[src/rtl/laser_fb_writer_if.sv]
// laser_fb_writer_if: command, framebuffer-write and status bundle for the
// rectangle-fill engine. The master side issues rectangle commands and the
// frame_start strobe. The slave side (the engine) drives the RAM write port
// and the status flags.
interface laser_fb_writer_if #(
  parameter int IDX_W  = 3,
  parameter int ADDR_W = 18
);
  logic              cmd_valid;
  logic              cmd_ready;
  logic [9:0]        cmd_x0;
  logic [9:0]        cmd_y0;
  logic [9:0]        cmd_w;
  logic [9:0]        cmd_h;
  logic [IDX_W-1:0]  cmd_color;
  logic              frame_start;
  logic              fb_we;
  logic [ADDR_W-1:0] fb_addr;
  logic [IDX_W-1:0]  fb_wdata;
  logic              busy;
  logic              done;
  logic              clipped;

  modport master (
    output cmd_valid, cmd_x0, cmd_y0, cmd_w, cmd_h, cmd_color, frame_start,
    input  cmd_ready, fb_we, fb_addr, fb_wdata, busy, done, clipped
  );

  modport slave (
    input  cmd_valid, cmd_x0, cmd_y0, cmd_w, cmd_h, cmd_color, frame_start,
    output cmd_ready, fb_we, fb_addr, fb_wdata, busy, done, clipped
  );
endinterface

[src/rtl/laser_fb_writer.sv]
// laser_fb_writer: rectangle-fill engine for the laser framebuffer RAM.
// Takes one rectangle command at a time, clips it to the framebuffer, and
// emits one palette-index write per cycle in row-major order.
// Optional feature macro FB_VSYNC_GATE_EN: when defined, a non-empty fill
// waits for a frame_start pulse (vertical blank) before writing, which avoids
// tearing in the scanned-out image. When undefined, filling starts right
// after setup.
module laser_fb_writer #(
  parameter int FB_W   = 480,
  parameter int FB_H   = 480,
  parameter int IDX_W  = 3,
  parameter int ADDR_W = 18
) (
  input logic              clk,
  input logic              rst_n,
  laser_fb_writer_if.slave bus
);

  localparam logic [10:0]       FbW11 = 11'(FB_W);
  localparam logic [10:0]       FbH11 = 11'(FB_H);
  localparam logic [ADDR_W-1:0] FbWA  = ADDR_W'(FB_W);

  typedef enum logic [2:0] {
    S_IDLE     = 3'd0,
    S_SETUP    = 3'd1,
    S_FILL     = 3'd2,
`ifdef FB_VSYNC_GATE_EN
    S_WAIT_VBL = 3'd4,
`endif
    S_DONE     = 3'd3
  } state_t;

  state_t            r_state;
  state_t            w_stateNext;

  logic [9:0]        r_x0;
  logic [9:0]        r_y0;
  logic [9:0]        r_w;
  logic [9:0]        r_h;
  logic [IDX_W-1:0]  r_color;
  logic [10:0]       r_x;
  logic [10:0]       r_y;
  logic [10:0]       r_xEnd;
  logic [10:0]       r_yEnd;
  logic [ADDR_W-1:0] r_rowBase;
  logic              r_clipped;

  logic [10:0]       w_xSum;
  logic [10:0]       w_ySum;
  logic              w_xClamp;
  logic              w_yClamp;
  logic [10:0]       w_xEnd;
  logic [10:0]       w_yEnd;
  logic              w_empty;
  logic [ADDR_W-1:0] w_rowBase0;
  logic              w_rowEnd;
  logic              w_lastRow;

  // Clip arithmetic uses 11-bit sums so large x0+w cannot wrap below the edge.
  assign w_xSum     = {1'b0, r_x0} + {1'b0, r_w};
  assign w_ySum     = {1'b0, r_y0} + {1'b0, r_h};
  assign w_xClamp   = (w_xSum > FbW11);
  assign w_yClamp   = (w_ySum > FbH11);
  assign w_xEnd     = w_xClamp ? FbW11 : w_xSum;
  assign w_yEnd     = w_yClamp ? FbH11 : w_ySum;
  assign w_empty    = (r_w == 10'd0) || (r_h == 10'd0) ||
                      ({1'b0, r_x0} >= FbW11) || ({1'b0, r_y0} >= FbH11);
  assign w_rowBase0 = ADDR_W'(r_y0) * FbWA;
  assign w_rowEnd   = (r_x == (r_xEnd - 11'd1));
  assign w_lastRow  = (r_y == (r_yEnd - 11'd1));

  assign bus.clipped = r_clipped;

  // State register; reset returns the engine to IDLE immediately.
  always_ff @(posedge clk or negedge rst_n) begin
    if (!rst_n) begin
      r_state <= S_IDLE;
    end else begin
      r_state <= w_stateNext;
    end
  end

  // Next-state decode and all handshake/RAM outputs, decoded from the state.
  always_comb begin
    w_stateNext   = r_state;
    bus.cmd_ready = 1'b0;
    bus.fb_we     = 1'b0;
    bus.fb_addr   = '0;
    bus.fb_wdata  = '0;
    bus.busy      = 1'b1;
    bus.done      = 1'b0;
    case (r_state)
      S_IDLE: begin
        bus.cmd_ready = 1'b1;
        bus.busy      = 1'b0;
        if (bus.cmd_valid) begin
          w_stateNext = S_SETUP;
        end
      end
      S_SETUP: begin
        if (w_empty) begin
          w_stateNext = S_DONE;
        end else begin
`ifdef FB_VSYNC_GATE_EN
          w_stateNext = S_WAIT_VBL;
`else
          w_stateNext = S_FILL;
`endif
        end
      end
`ifdef FB_VSYNC_GATE_EN
      S_WAIT_VBL: begin
        if (bus.frame_start) begin
          w_stateNext = S_FILL;
        end
      end
`endif
      S_FILL: begin
        bus.fb_we    = 1'b1;
        bus.fb_addr  = r_rowBase + ADDR_W'(r_x);
        bus.fb_wdata = r_color;
        if (w_rowEnd && w_lastRow) begin
          w_stateNext = S_DONE;
        end
      end
      S_DONE: begin
        bus.done    = 1'b1;
        w_stateNext = S_IDLE;
      end
      default: begin
        w_stateNext = S_IDLE;
      end
    endcase
  end

  // Command capture, clip setup and the x/y walk with an incremental row base.
  always_ff @(posedge clk or negedge rst_n) begin
    if (!rst_n) begin
      r_x0      <= '0;
      r_y0      <= '0;
      r_w       <= '0;
      r_h       <= '0;
      r_color   <= '0;
      r_x       <= '0;
      r_y       <= '0;
      r_xEnd    <= '0;
      r_yEnd    <= '0;
      r_rowBase <= '0;
      r_clipped <= 1'b0;
    end else begin
      case (r_state)
        S_IDLE: begin
          if (bus.cmd_valid) begin
            r_x0      <= bus.cmd_x0;
            r_y0      <= bus.cmd_y0;
            r_w       <= bus.cmd_w;
            r_h       <= bus.cmd_h;
            r_color   <= bus.cmd_color;
            r_clipped <= 1'b0;
          end
        end
        S_SETUP: begin
          r_xEnd    <= w_xEnd;
          r_yEnd    <= w_yEnd;
          r_rowBase <= w_rowBase0;
          r_x       <= {1'b0, r_x0};
          r_y       <= {1'b0, r_y0};
          r_clipped <= w_xClamp || w_yClamp || w_empty;
        end
        S_FILL: begin
          if (w_rowEnd) begin
            r_x <= {1'b0, r_x0};
            if (!w_lastRow) begin
              r_y       <= r_y + 11'd1;
              r_rowBase <= r_rowBase + FbWA;
            end
          end else begin
            r_x <= r_x + 11'd1;
          end
        end
        default: begin
        end
      endcase
    end
  end

endmodule
[src/flat_wrapper.sv]
// flat-port wrapper written by rule: the top's interface ports become plain ports
module laser_fb_writer_flat 
#(
  parameter int FB_W   = 480,
  parameter int FB_H   = 480,
  parameter int IDX_W  = 3,
  parameter int ADDR_W = 18
)
  (clk, rst_n, bus_cmd_valid, bus_cmd_x0, bus_cmd_y0, bus_cmd_w, bus_cmd_h, bus_cmd_color, bus_frame_start, bus_cmd_ready, bus_fb_we, bus_fb_addr, bus_fb_wdata, bus_busy, bus_done, bus_clipped);
  laser_fb_writer_if #(.IDX_W(IDX_W), .ADDR_W(ADDR_W)) bus_i ();
  input logic clk;
  input logic rst_n;
  input wire logic [$bits(bus_i.cmd_valid)-1:0] bus_cmd_valid;
  input wire logic [$bits(bus_i.cmd_x0)-1:0] bus_cmd_x0;
  input wire logic [$bits(bus_i.cmd_y0)-1:0] bus_cmd_y0;
  input wire logic [$bits(bus_i.cmd_w)-1:0] bus_cmd_w;
  input wire logic [$bits(bus_i.cmd_h)-1:0] bus_cmd_h;
  input wire logic [$bits(bus_i.cmd_color)-1:0] bus_cmd_color;
  input wire logic [$bits(bus_i.frame_start)-1:0] bus_frame_start;
  output wire logic [$bits(bus_i.cmd_ready)-1:0] bus_cmd_ready;
  output wire logic [$bits(bus_i.fb_we)-1:0] bus_fb_we;
  output wire logic [$bits(bus_i.fb_addr)-1:0] bus_fb_addr;
  output wire logic [$bits(bus_i.fb_wdata)-1:0] bus_fb_wdata;
  output wire logic [$bits(bus_i.busy)-1:0] bus_busy;
  output wire logic [$bits(bus_i.done)-1:0] bus_done;
  output wire logic [$bits(bus_i.clipped)-1:0] bus_clipped;
  assign bus_i.cmd_valid = bus_cmd_valid;
  assign bus_i.cmd_x0 = bus_cmd_x0;
  assign bus_i.cmd_y0 = bus_cmd_y0;
  assign bus_i.cmd_w = bus_cmd_w;
  assign bus_i.cmd_h = bus_cmd_h;
  assign bus_i.cmd_color = bus_cmd_color;
  assign bus_i.frame_start = bus_frame_start;
  assign bus_cmd_ready = bus_i.cmd_ready;
  assign bus_fb_we = bus_i.fb_we;
  assign bus_fb_addr = bus_i.fb_addr;
  assign bus_fb_wdata = bus_i.fb_wdata;
  assign bus_busy = bus_i.busy;
  assign bus_done = bus_i.done;
  assign bus_clipped = bus_i.clipped;
  laser_fb_writer #(.FB_W(FB_W), .FB_H(FB_H), .IDX_W(IDX_W), .ADDR_W(ADDR_W)) u_core (.clk(clk), .rst_n(rst_n), .bus(bus_i));
endmodule
[config.mk]
export PLATFORM = sky130hd
export DESIGN_NAME = laser_fb_writer_flat
export DESIGN_NICKNAME = d
export VERILOG_FILES = /design/src/rtl/laser_fb_writer_if.sv /design/src/rtl/laser_fb_writer.sv /design/src/flat_wrapper.sv
export SDC_FILE = /design/constraint.sdc
export NUM_CORES = 1
export LEC_CHECK = 0
export BUFFER_PORTS_ARGS = -buffer_cell sky130_fd_sc_hd__buf_2
export CELL_PAD_IN_SITES_DETAIL_PLACEMENT = 1
export CELL_PAD_IN_SITES_GLOBAL_PLACEMENT = 2
export CORE_MARGIN = 2
export CORE_UTILIZATION = 35
export CTS_BUF_LIST = sky130_fd_sc_hd__clkbuf_8
export DETAILED_ROUTE_END_ITERATION = 12
export GPL_ROUTABILITY_DRIVEN = 1
export PLACE_DENSITY_LB_ADDON = 0.3
export SLEW_MARGIN = 20
export SYNTH_ARGS = -nofsm -noshare
export SYNTH_HDL_FRONTEND = slang
export SYNTH_SLANG_ARGS = --single-unit
[constraint.sdc]
create_clock -name clk -period 3.1 [get_ports clk]
set_input_delay 0.31 -clock clk [delete_from_list [all_inputs] [get_ports clk]]
set_output_delay 0.31 -clock clk [all_outputs]
set_load 0.02 [all_outputs]
==> impl_results.md, run 1 <==
* Reg2reg start: u_core.r_y0[0]
* Mux cell area share after synthesis at 8.79%
* Reg2reg end: u_core.r_rowBase[16]
* Startpoint Class: flip-flop
* Sink Count at 103
* Chip width at 155 um
* Largest family of logic cells by synthesized area: compound AO/OA/AOI/OAI gates
* Mean Syn Cell Area at 9.10 um2
* Async S/R FF share, synth at 100%
* Setup Skew at 0.0145 ns
* H-tree depth at 3
* Max-slew headroom at 54.9%
* Synth top area share at 32.3%
* HP Start: bus_cmd_w[1]
* Post-synth top area cell: dfrtp_1
* Max_cap viols at 0
* Synthesized area at 7980 um2
* Core region area at 22500 um2
* Hold WC Path Type: input port to flip-flop
* Num CTS Buffers at 9
* Post-Synth Simple-Gate Area at 16.7%
* TritonCTS clock tree: done
* Synth area leaders: dfrtp_1 (32%), ha_1 (8.6%), mux2_2 (6.2%), fa_1 (4.8%), a21oi_1 (4.3%)
* Starting Density at 35.4%
* Slew @ Worst Pin at 0.677 ns
* Crit Path Class: flip-flop to flip-flop
* WHS Endpoint: u_core.r_w[1]
* Yosys warnings at 0
* Root Buffer: clkbuf_8
* Vias at 6981
* Reg2reg setup slack at -0.07 ns
* Xor/xnor share of the synthesized area at 5.93%
* Vias in the first global route at 7129
* Routed Wire Length at 23.5 mm
* CP peak stage delay at 0.60 ns
* Placement Cell Area at 9100 um2
* Leak at 4.82 nW
* Adder-Cell Fraction of Synth Area at 13.4%
* Sequential share of power at 59.3%
* Place WS at -0.156 ns
* Area occupied by multi-input gates at 5230 um2
* Final Setup Violations at 3
* Placer Congestion at 0.826
* EDFF count, synth at 0
* Max clock buf depth at 2
* Period utilization at 102%
* Largest net degree at the start of global routing at 54
* Setup crit end kind: flip-flop
* Initial antenna violation count at 0
* Die ar. at 24000 um2
* Setup TNS at -0.155 ns
* Distinct cells, synth at 72
* Final ANT Viol Nets at 0
* Cell Chain, Critical Path: fa_1 > fa_1 > ha_1 > a21o_1 > a211oi_2 > nor2_1 > o41ai_2 > o21ai_1 > xor2_1 > o22ai_1 > a21oi_1
* Clock-pin slew on the worst setup and hold paths at 0.12 ns
* CP bufs+invs at 0
* Area grow syn2layout at 20.6%
* PnR worst setup slack at -0.0740 ns
* Top fanout value on the critical path at 3
* Die H at 155 um
* Slowest CP cell: fa_1
* Count of input and output buffers at 71
* Failing checks: setup timing
* Std cell rows at 55
* Worst skew pair latency at 0.40 ns
* Pins Over Slew Limit at 0
* Iteration-0 DRC Markers at 284
* End-of-flow core utilization at 42.7%
* # DRC at 0
* NetSw at 591 uW
* WL per Instance at 18.1 um
* Worst EP required at 3.37 ns
* Clock Power Share at 38.1%
* FILL cells at 2662
* Worst path most repeated cell: fa_1
* Drt first pass iters at 4
* Sequential area share after synthesis at 32.3%
* Net Sw Frac at 26.1%
* Critical Path AT at 3.45 ns
* Final hold vios at 0
* Int Power at 1.68 mW
* FF/Latch Area at 2580 um2
* Syn Nets at 997
* Reg2Reg Depth at 11
* Outcome: complete, but fails checks
* F_max at 315 MHz
* Vias per std cell at 5.39
* Share of cells above drive strength 1 at 27.4%
* Final nets at 1126
* #FFs+latches synth at 103
* Unrepaired setup endpoints after global routing: true
* Top_reg_cell synth: dfrtp_1
* Hpwl dp at 18.0 mm
* WHS Path Cells at 2
* Layout Cells excl Fill at 1295
* PD cells at 236 nW/um2
* Grt ovf at 0
* Synth Area in Compound Gates at 18.0%
* Critical path's top delay family: adder cells
* Gr usage total at 19.7%
* Comb pwr share at 2.6%
* I/O pin total at 73
* Cell total after placement at 1264
* Mapped Cells at 876
* Maximum VDD drop at 0.000228 V
* First-pass GRT wire length at 38.1 mm
* Crit path time final at 3.17 ns
* ANT cells at 0
* Fin area at 9620 um2
-- Yosys cell counts (6+ instances only) --
cell and n:
a21oi_1 68, nor4_1 12, nor3_1 14, inv_1 58, nor2_1 66, xnor2_1 35
o21ai_0 30, fa_1 19, ha_1 55, mux2_2 44, nand3_1 34, or3_1 9
a31oi_1 12, nor2b_1 12, xor2_1 19, a21o_1 14, o211ai_1 8, nand4_1 12
o22ai_1 31, and2_1 9, mux2i_1 19, dfrtp_1 103, nand2_1 49, nand2b_1 9
and3_1 11, buf_2 6, clkbuf_1 33
-- worst max-delay path by stage --
stage	startpoint	to	slack [ns]	cells past startpoint
2_1_floorplan	u_core.r_y0[1]	u_core.r_rowBase[17]	-0.01	13
3_3_place_gp	u_core.r_y0[1]	u_core.r_rowBase[17]	-0.10	13
3_5_place_dp	u_core.r_y0[1]	u_core.r_rowBase[17]	-0.16	13
4_1_cts	u_core.r_y0[0]	u_core.r_rowBase[16]	-0.04	11
5_1_grt	u_core.r_y0[0]	u_core.r_rowBase[16]	-0.30	11
6_report	u_core.r_y0[0]	u_core.r_rowBase[16]	-0.07	11
-- cell families after synthesis --
family          count (synthesis)
fa+ha+maj                      74
xor+xnor                       54
flops                         103
simple gates                  261
buf+inv                        99
mux                            64
compound gates                221
-- per-layer routing --
layer	share of wire [%]	wire length, um	GRT usage (%)	vias up
li1	-	-	-	3423
met5	0	0	0	-
met4	1.1	261	4.85	0
met1	50	11900	29.1	3472
met2	46	10900	31.5	70
met3	2.0	462	1.56	16
-- cell usage in the layout, fill, tap and decap left out, types with 17 or more instances in the layout --
cell / n
nand2_1: 48
nand3_1: 34
xor2_1: 19
mux2i_1: 19
a21oi_1: 63
fa_1: 17
inv_1: 52
o21ai_0: 22
dfrtp_1: 99
o22ai_1: 29
buf_4: 87
ha_1: 49
xnor2_1: 33
mux2_2: 44
nor2_1: 65
buf_2: 68
-- timing repair --
action	CTS	global route
pin swaps	8	26
setup buffers	3	10
resized for setup	16	39
hold buffers	1	0
setup endpoints to repair	17	39
cloned	0	1
endpoints found under the hold margin	50	0
-- power groups by stage --
stage               Sequential (mW)  Clock [mW]  Combinational (mW)
finish                         1.34       0.864              0.0596
global route                   1.34       0.953              0.0694
CTS                            1.34       0.911              0.0630
detailed placement             1.37           0              0.0619
global placement               1.37           0              0.0611
floorplan                      1.37           0            0.000798
-- area by class of cell --
| type | instances | share of cell area, % |
|---|---|---|
| Sequential cell | 103 | 26.9 |
| Multi-Input combinational cell | 674 | 54.3 |
| Timing Repair Buffer | 159 | 10.9 |
| Clock inverter | 7 | 0.664 |
| Clock buffer | 9 | 1.29 |
| Tap cell | 285 | 3.71 |
| Inverter | 58 | 2.26 |
-- metrics by stage --
stage / power, mW / hold slack [ns]
final: 2.27 / 0.128
after global routing: 2.37 / 0.112
after CTS: 2.32 / 0.104
after detailed placement: 1.43 / 0.390
after global placement: 1.43 / 0.387
after floorplan: 1.37 / 0.0144
-- registers in the layout, indices dropped and copies added, names as in the netlist --
name / cells
u_core.r_y0: 10
u_core.r_yEnd: 11
u_core.r_w: 10
u_core.bus.clipped: 1
u_core.r_y: 11
u_core.r_x: 11
u_core.r_color: 3
u_core.r_h: 10
u_core.r_state: 2
u_core.r_rowBase: 13
u_core.r_xEnd: 11
u_core.r_x0: 10
Power figures use the tool's default switching activity.
==> run 2: changes to the inputs <==
--- a/config.mk
+++ b/config.mk
@@ -9,11 +9,12 @@
 export CELL_PAD_IN_SITES_DETAIL_PLACEMENT = 1
 export CELL_PAD_IN_SITES_GLOBAL_PLACEMENT = 2
 export CORE_MARGIN = 2
-export CORE_UTILIZATION = 35
+export CORE_UTILIZATION = 40
 export CTS_BUF_LIST = sky130_fd_sc_hd__clkbuf_8
 export DETAILED_ROUTE_END_ITERATION = 12
 export GPL_ROUTABILITY_DRIVEN = 1
 export PLACE_DENSITY_LB_ADDON = 0.3
+export SKIP_CTS_REPAIR_TIMING = 1
 export SLEW_MARGIN = 20
 export SYNTH_ARGS = -nofsm -noshare
 export SYNTH_HDL_FRONTEND = slang
==> constraint.sdc (replaced) <==
create_clock -name clk -period 3.69 [get_ports clk]
set_input_delay 0.5535 -clock clk [delete_from_list [all_inputs] [get_ports clk]]
set_output_delay 0.5535 -clock clk [all_outputs]
set_load 0.02 [all_outputs]
==> impl_results.md, run 2 (synthesized netlist as in run 1, its figures left out) <==
* Net Sw Frac at 25.6% (-0.49 points)
* Reg2Reg Depth at 13 (+2)
* Root Buffer: clkbuf_8
* Worst EP required at 3.14 ns (-0.23 ns)
* Die ar. at 21100 um2 (-12%)
* Share of cells above drive strength 1 at 18.3% (-9.1 points)
* Clock Power Share at 41.0% (+2.9 points)
* Largest Register: u_core.r_rowBase
* Max clock buf depth at 2 (unchanged)
* Sink Count at 103 (unchanged)
* Most frequent cells in the layout: dfrtp_1 (102), buf_2 (70), a21oi_1 (68)
* Largest register FFs at 13 (unchanged)
* TritonCTS clock tree: done
* Drt first pass iters at 4 (unchanged)
* Outcome: completed
* Largest net degree at the start of global routing at 64 (+19%)
* Gr usage total at 21.8% (+2.1 points)
* Final ANT Viol Nets at 0 (unchanged)
* Reg2reg start: u_core.r_y0[3]
* Final hold vios at 0 (unchanged)
* Starting Density at 40.8% (+5.4 points)
* Int Power at 1.49 mW (-11%)
* Initial antenna violation count at 0 (unchanged)
* Reg2reg setup slack at 0.30 ns (+0.37 ns)
* NetSw at 511 uW (-14%)
* Num CTS Buffers at 9 (unchanged)
* Worst skew pair latency at 0.41 ns (about the same)
* Setup crit end kind: primary output
* Vias in the first global route at 6811 (-4.5%)
* F_max at 290 MHz
* Max_cap viols at 0 (unchanged)
* Final Setup Violations at 0 (-3)
* Reg2reg end: u_core.r_rowBase[17]
* Count of input and output buffers at 71 (unchanged)
* Slew @ Worst Pin at 0.875 ns (+0.198 ns)
* End-of-flow core utilization at 45.8% (+3.0 points)
* Unrepaired setup endpoints after global routing: false
* Placer Congestion at 0.822 (-0.51%)
* Area grow syn2layout at 12.1%
* Power, Total at 2.00 mW (-12%)
* Maximum VDD drop at 0.000153 V (-33%)
* # DRC at 0 (unchanged)
* Leak at 4.51 nW (-6.5%)
* Pins Over Slew Limit at 0 (unchanged)
* Worst hold slack at 0.233 ns (+0.106 ns)
* H-tree depth at 3 (unchanged)
* Sequential share of power at 56.5% (-2.8 points)
* Vias per std cell at 5.63 (+4.4%)
* Core region area at 19500 um2 (-13%)
* Grt ovf at 0 (unchanged)
* First-pass GRT wire length at 37.2 mm (-2.4%)
* Comb pwr share at 2.5% (about the same)
* Clock-pin slew on the worst setup and hold paths at 0.11 ns (about the same)
* PD cells at 223 nW/um2 (-5.2%)
* Iteration-0 DRC Markers at 388 (+37%)
* Hold WC Path Type: input port to asynchronous set/reset pin
* Crit Path Class: flip-flop to primary output
* Crit path time final at 3.45 ns
* I/O pin total at 73 (unchanged)
* Setup TNS at 0 ns (+0.155 ns)
* Max-slew headroom at 41.6% (-13 points)
* Critical Path AT at 2.90 ns (-0.55 ns)
* Period utilization at 93.6%
* ANT cells at 0 (unchanged)
* Final nets at 1061 (-5.8%)
* WL per Instance at 18.8 um (+3.4%)
* Setup Skew at 0.0189 ns (+0.00443 ns)
* Routed Wire Length at 22.7 mm (-3.4%)
* Die H at 145 um (-6.3%)
* Vias at 6809 (-2.5%)
* Chip width at 145 um (-6.3%)
* Top fanout value on the critical path at 9 (+6)
* Most common cell after layout, fill and taps aside: dfrtp_1
* Hpwl dp at 17.4 mm (-3.7%)
* Startpoint Class: flip-flop
* Std cell rows at 51 (-7.3%)
run 2: critical path, stage by stage (launching register included):
cell and delay, ns:
dfrtp_1 0.49, ha_1 0.36, a21o_1 0.15, a21o_1 0.15
a21oi_1 0.10, o21bai_1 0.25, a21oi_1 0.12, buf_4 0.18
or3_1 0.34, a21oi_1 0.15, buf_2 0.20
run 2: routing by layer:
layer | share of wire (%) | GRT usage (%) | up-vias
met1 | 51 | 32.5 | 3402
met3 | 3.9 | 3.68 | 9
met4 | 0.63 | 3.24 | 0
met2 | 44 | 34.0 | 108
met5 | 0 | 0 | -
li1 | - | - | 3290
run 2: power by group through the flow:
stage	registers [mW]	logic, mW	clock network [mW]
global route	1.13	0.0572	0.886
floorplan	1.15	0.000671	0
detailed placement	1.15	0.0523	0
CTS	1.13	0.0524	0.845
finish	1.13	0.0505	0.818
global placement	1.15	0.0515	0
run 2: worst max-delay path by stage:
| stage | start | end | slack [ns] | cells after the start |
|---|---|---|---|---|
| floorplan | u_core.r_y0[1] | u_core.r_rowBase[17] | 0.41 | 13 |
| global placement | u_core.r_y0[1] | u_core.r_rowBase[17] | 0.20 | 13 |
| detailed placement | u_core.r_y0[1] | u_core.r_rowBase[17] | 0.17 | 13 |
| CTS | u_core.r_y0[1] | u_core.r_rowBase[17] | 0.12 | 13 |
| global route | u_core.r_y0[3] | u_core.r_rowBase[17] | 0.01 | 13 |
| finish | u_core.r_x[6] | bus_fb_addr[13] | 0.24 | 10 |
run 2: cell type report:
class / instances / area (um2)
Multi-Input combinational cell: 674 / 5030
Sequential cell: 103 / 2580
Clock inverter: 7 / 98.8
Inverter: 58 / 218
Timing Repair Buffer: 94 / 556
Fill cell: 2321 / 10600
Tap cell: 265 / 332
Clock buffer: 9 / 124
run 2: per-stage QoR:
| stage | instances | instance area [um2] | setup slack [ns] |
|---|---|---|---|
| 2_1_floorplan | 876 | 7980 | 0.412 |
| 3_3_place_gp | 1194 | 8690 | 0.198 |
| 3_5_place_dp | 1194 | 8690 | 0.175 |
| 4_1_cts | 1210 | 8920 | 0.119 |
| 5_1_grt | 1210 | 8940 | 0.0144 |
| 6_report | 1210 | 8940 | 0.236 |
